`src/rtl/ir_cmd_uart_tx.sv`:
```
// ir_cmd_uart_tx
//
// Turns every accepted command from ir_controller into the 11-byte ASCII frame
// {"cmd":N}\r\n and shifts it out LSB-first as UART 8N1 on tx.
//
// A command is accepted whenever state_control differs from the last snapshot, or
// toggle flips (a resend request with the same value). Accepted commands land in a
// depth-1 mailbox (cmd_q / pending_q): the newest value always wins, and the bytes
// of a frame already on the wire are never altered.
//
// Ports
//   clk            in   1  system clock
//   rst_n          in   1  asynchronous active-low reset; aborts any frame in flight
//   state_control  in   3  command value, same clock domain
//   toggle         in   1  level; each flip requests a resend
//   tx             out  1  UART serial output, idles high, driven from a flop
//   busy           out  1  high from the start bit to the last stop bit of a frame
//   done           out  1  one-cycle pulse after the final stop bit of a frame
//
// Parameters
//   CLKS_PER_BIT   clock cycles per UART bit (>= 2)

module ir_cmd_uart_tx #(
    parameter int unsigned CLKS_PER_BIT = 434
) (
    input  logic       clk,
    input  logic       rst_n,
    input  logic [2:0] state_control,
    input  logic       toggle,
    output logic       tx,
    output logic       busy,
    output logic       done
);

    localparam int unsigned CntW   = (CLKS_PER_BIT > 1) ? $clog2(CLKS_PER_BIT) : 1;
    localparam logic [CntW-1:0] CntMax = CntW'(CLKS_PER_BIT - 1);
    localparam logic [3:0] LastByte = 4'd10;

    typedef enum logic [2:0] {
        StIdle,
        StStart,
        StData,
        StStop,
        StDone
    } state_e;

    state_e          state_q;
    logic [2:0]      snap_q;
    logic            tog_q;
    logic [2:0]      cmd_q;
    logic [2:0]      msg_q;
    logic            pending_q;
    logic [3:0]      byte_idx_q;
    logic [2:0]      bit_idx_q;
    logic [CntW-1:0] cnt_q;

    logic            req_event;
    logic            bit_end;
    logic [2:0]      bit_nxt;
    logic [7:0]      cur_byte;

    // A value change and a toggle flip on the same cycle collapse into one event.
    assign req_event = (state_control != snap_q) || (toggle != tog_q);
    assign bit_end   = (cnt_q == CntMax);
    assign bit_nxt   = bit_idx_q + 3'd1;

    // Frame ROM: {"cmd":N}\r\n, only the digit depends on the latched message.
    always_comb begin
        cur_byte = 8'h00;
        case (byte_idx_q)
            4'd0:    cur_byte = 8'h7B;
            4'd1:    cur_byte = 8'h22;
            4'd2:    cur_byte = 8'h63;
            4'd3:    cur_byte = 8'h6D;
            4'd4:    cur_byte = 8'h64;
            4'd5:    cur_byte = 8'h22;
            4'd6:    cur_byte = 8'h3A;
            4'd7:    cur_byte = 8'h30 + {5'd0, msg_q};
            4'd8:    cur_byte = 8'h7D;
            4'd9:    cur_byte = 8'h0D;
            4'd10:   cur_byte = 8'h0A;
            default: cur_byte = 8'h00;
        endcase
    end

    always_ff @(posedge clk or negedge rst_n) begin
        if (!rst_n) begin
            state_q    <= StIdle;
            snap_q     <= 3'd0;
            tog_q      <= 1'b0;
            cmd_q      <= 3'd0;
            msg_q      <= 3'd0;
            pending_q  <= 1'b0;
            byte_idx_q <= 4'd0;
            bit_idx_q  <= 3'd0;
            cnt_q      <= '0;
            tx         <= 1'b1;
            busy       <= 1'b0;
            done       <= 1'b0;
        end else begin
            done <= 1'b0;

            // Request detect runs in every state; later writes in this block to
            // pending_q are guarded so a coinciding event is never lost.
            if (req_event) begin
                snap_q    <= state_control;
                tog_q     <= toggle;
                cmd_q     <= state_control;
                pending_q <= 1'b1;
            end

            case (state_q)
                StIdle: begin
                    if (pending_q) begin
                        msg_q      <= cmd_q;
                        if (!req_event) begin
                            pending_q <= 1'b0;
                        end
                        byte_idx_q <= 4'd0;
                        bit_idx_q  <= 3'd0;
                        cnt_q      <= '0;
                        busy       <= 1'b1;
                        tx         <= 1'b0;
                        state_q    <= StStart;
                    end
                end

                StStart: begin
                    if (bit_end) begin
                        cnt_q     <= '0;
                        bit_idx_q <= 3'd0;
                        tx        <= cur_byte[0];
                        state_q   <= StData;
                    end else begin
                        cnt_q <= cnt_q + 1'b1;
                    end
                end

                StData: begin
                    if (bit_end) begin
                        cnt_q <= '0;
                        if (bit_idx_q == 3'd7) begin
                            tx      <= 1'b1;
                            state_q <= StStop;
                        end else begin
                            bit_idx_q <= bit_nxt;
                            tx        <= cur_byte[bit_nxt];
                        end
                    end else begin
                        cnt_q <= cnt_q + 1'b1;
                    end
                end

                StStop: begin
                    if (bit_end) begin
                        cnt_q <= '0;
                        if (byte_idx_q < LastByte) begin
                            // Next byte starts straight away, no inter-byte idle.
                            byte_idx_q <= byte_idx_q + 4'd1;
                            tx         <= 1'b0;
                            state_q    <= StStart;
                        end else begin
                            done    <= 1'b1;
                            busy    <= 1'b0;
                            tx      <= 1'b1;
                            state_q <= StDone;
                        end
                    end else begin
                        cnt_q <= cnt_q + 1'b1;
                    end
                end

                StDone: begin
                    state_q <= StIdle;
                end

                default: begin
                    state_q <= StIdle;
                end
            endcase
        end
    end

endmodule

```
`config.mk`:
```
export PLATFORM = sky130hd
export DESIGN_NAME = ir_cmd_uart_tx
export DESIGN_NICKNAME = d
export VERILOG_FILES = /design/src/rtl/ir_cmd_uart_tx.sv
export SDC_FILE = /design/constraint.sdc
export NUM_CORES = 1
export LEC_CHECK = 0
export ABC_AREA = 1
export CAP_MARGIN = 30
export CORE_ASPECT_RATIO = 1.75
export CORE_MARGIN = 2
export CORE_UTILIZATION = 60
export DETAILED_ROUTE_END_ITERATION = 6
export PLACE_DENSITY = 0.88
export SLEW_MARGIN = 40
export SYNTH_ARGS = -nofsm -noshare
export SYNTH_HDL_FRONTEND = slang
export SYNTH_SLANG_ARGS = --single-unit
```
`constraint.sdc`:
```
create_clock -name clk -period 4.5 [get_ports clk]
set_input_delay 0.45 -clock clk [delete_from_list [all_inputs] [get_ports clk]]
set_output_delay 0.45 -clock clk [all_outputs]
set_load 0.1 [all_outputs]
```
==> impl_metrics.yaml <==
synthesis:
  synth-seq-cells: 30
  ys.flop_type: "dfrtp_1"
  postSynthAreaPerCell_um2: 7.435
  ys_types: 29
  netlist_area_um2: 1792
  yosys_warnings: 0
  yosysMostFrequentCell: "nand2_1"
  synthCells: 241
  async_reset_ff_frac: 1.000
  synth_top_area_share: 0.4050
  synth_top_cell_by_area: "dfrtp_1"
  netlist_top_cells_count: "59 x nand2_1, 30 x inv_1, 30 x nor2_1"
  synth_fp_nets: 256
  yosys-top-cells-area: "dfrtp_1 41%, nand2_1 12%, ha_1 6.3%"
  synth_edf_count: 0
  ys_seq_area_frac: 0.4197
placed_design:
  io_buffers: 8
  dp_hpwl_mm: 2.709
  gp_congestion: 0.8180
  dp.cells: 273
  placed_cell_area_um2: 1873
route:
  drc_errors: 0
  wl_mm: 3.529
  vias: 1533
  ant_nets: 0
  viasPerCell: 5.456
  routedWlPerCell_um: 12.56
  dr.pass1.iters: 4
  drt_iter0_drc: 41
timing:
  holdWs_ns: 0.4640
  fin_crit_ns: 1.844
  clock.fmax_mhz: 542.2
  worst_slew_pin_slew_ns: 0.4857
  finalSetupViolations: 0
  totalNegativeSetupSlack_ns: 0
  finClkSkew_ns: 0.003668
  relSlewSlack: 0.6784
  slew_viol_final: 0
  hold_viol_final: 0
  post-route-period-util: 0.4099
  rsz0062_at_grt: "false"
clock_tree:
  htreeDepth: 2
  cts_hold_buffers: 0
  cts_tree: "done"
  ctsResizeCount: 0
  cts_setup_buffers: 0
  cts_sinks: 30
  numCtsBuffers: 5
  root_buffer: "clkbuf_8"
  clock_path_buffers: 2
  clk_latency_ns: 0.28
  path_clk_slew_ns: 0.06
critical_path:
  setup.worst_path.class: "flip-flop to flip-flop"
  critPathLaunch: "bit_idx_q[0]"
  r2r-start: "bit_idx_q[0]"
  startpoint_type: "flip-flop"
  cp.required_ns: 4.72
  critical_path_peak_fanout: 6
  reg2reg_depth: 12
  r2r-end: "tx"
  cp.arrival_ns: 2.06
  ff2ff_setup_slack_ns: 2.66
  crit_end: "tx"
  cp-end-kind: "flip-flop"
die:
  core_um2: 2895
  die_w_um: 45.31
  initial_utilization: 0.6188
  dieHeight_um: 76.29
  rows: 26
  dieArea_um2: 3457
  io_pins: 9
grt:
  antenna_found_initial: 0
  globalRouteTotalUtil: 0.2533
  overflow: 0
  grt_max_degree: 31
  grt_pass1_vias: 1575
  grt_pass1_wl_mm: 6.506
worst_hold_path:
  hp-class: "flip-flop to flip-flop"
cells_and_area:
  layout.nets: 267
  area_growth_pct: 9.637
  utilization: 0.6785
  n_antenna_cell: 0
  drive_gt1_frac: 0.1067
  stdcell_area_um2: 1964
  fin_cells: 281
  fillerInstances: 254
power_and_ir_drop:
  p_leak_nw: 1.038
  p_per_area_nw_per_um2: 615.7
  ir_drop_mv: 0.4158
outcome:
  status: "complete, no violations"
run:
  drv_cap: 0
-- routing by layer --
metal	vias to the layer above	share of wire	GRT usage
met5	-	0	0
met4	0	0.025	0.1265
met3	5	0.019	0.05450
met2	18	0.56	0.4357
met1	719	0.40	0.2740
li1	791	-	-
-- critical path, cell delays in order (launching register included) --
cell and delay, ns:
dfrtp_1 0.44, ha_1 0.23, ha_1 0.33, inv_1 0.08, nor2_1 0.14, a21oi_1 0.06, nand3b_1 0.16, nand3_1 0.09
nand2_1 0.05, nand2_1 0.05, nand2_1 0.05, nand2_1 0.06, nand2_1 0.05
-- where the power goes --
group | internal (W) | total (W) | leakage [nW] | switching, W
registers | 0.000360 | 0.000445 | 0.361 | 0.0000852
logic | 0.000188 | 0.000545 | 0.629 | 0.000356
clock network | 0.000123 | 0.000219 | 0.0482 | 0.0000965
total | 0.000671 | 0.00121 | 1.04 | 0.000538
-- layout make-up --
class / count / area (um^2) / area share
timing repair buffer: 9 / 72.57 / 0.03694
tap: 28 / 35.03 / 0.01783
clock inverter: 1 / 5.005 / 0.002548
clock buffer: 7 / 86.33 / 0.04395
inverter: 35 / 131.4 / 0.06688
sequential: 30 / 752.0 / 0.3828
multi-input combinational: 171 / 882.1 / 0.4490
-- placed cells by master (no fill, tap or decap), types with 2 or more instances in the layout --
cell type        count
nor3_1               3
o21ai_1              3
nand2_1             59
xor2_1               3
clkdlybuf4s50_1      5
dfrtp_1             29
nand3_1             19
nand3b_1             2
nor2_1              30
ha_1                 9
nor2_4               2
inv_2                5
inv_1               30
a211oi_1             2
o21ai_0              9
buf_2                3
a21oi_1             14
clkbuf_8             6
nor2_2               5
o22ai_1              2
-- cell families after synthesis --
family | share of synthesized area
fa+ha+maj | 0.06285
simple gates | 0.3080
flops | 0.4197
compound gates | 0.1068
xor+xnor | 0.01467
buf+inv | 0.08799
-- registers in the layout, summed over array words and instances, names as in the netlist --
register,count
byte_idx_q,4
tx,1
msg_q,3
busy,1
bit_idx_q,3
tog_q,1
state_q,3
cnt_q,9
pending_q,1
cmd_q,3
done,1
-- worst min-delay path by stage --
stage,start,end,slack (ns),cells past startpoint
2_1_floorplan,rst_n,bit_idx_q[0],0.15,0
3_3_place_gp,busy,busy,0.46,2
3_5_place_dp,busy,busy,0.46,2
4_1_cts,tx,tx,0.47,2
5_1_grt,busy,busy,0.49,2
6_report,tx,tx,0.46,2
-- metrics by stage --
step	power [W]	setup slack [ns]
4_1_cts	0.001217	2.639
6_report	0.001209	2.656
3_3_place_gp	0.0009840	2.423
5_1_grt	0.001319	2.462
3_5_place_dp	0.0009955	2.642
2_1_floorplan	0.0008743	2.855
(Power assumes the default switching activity.)
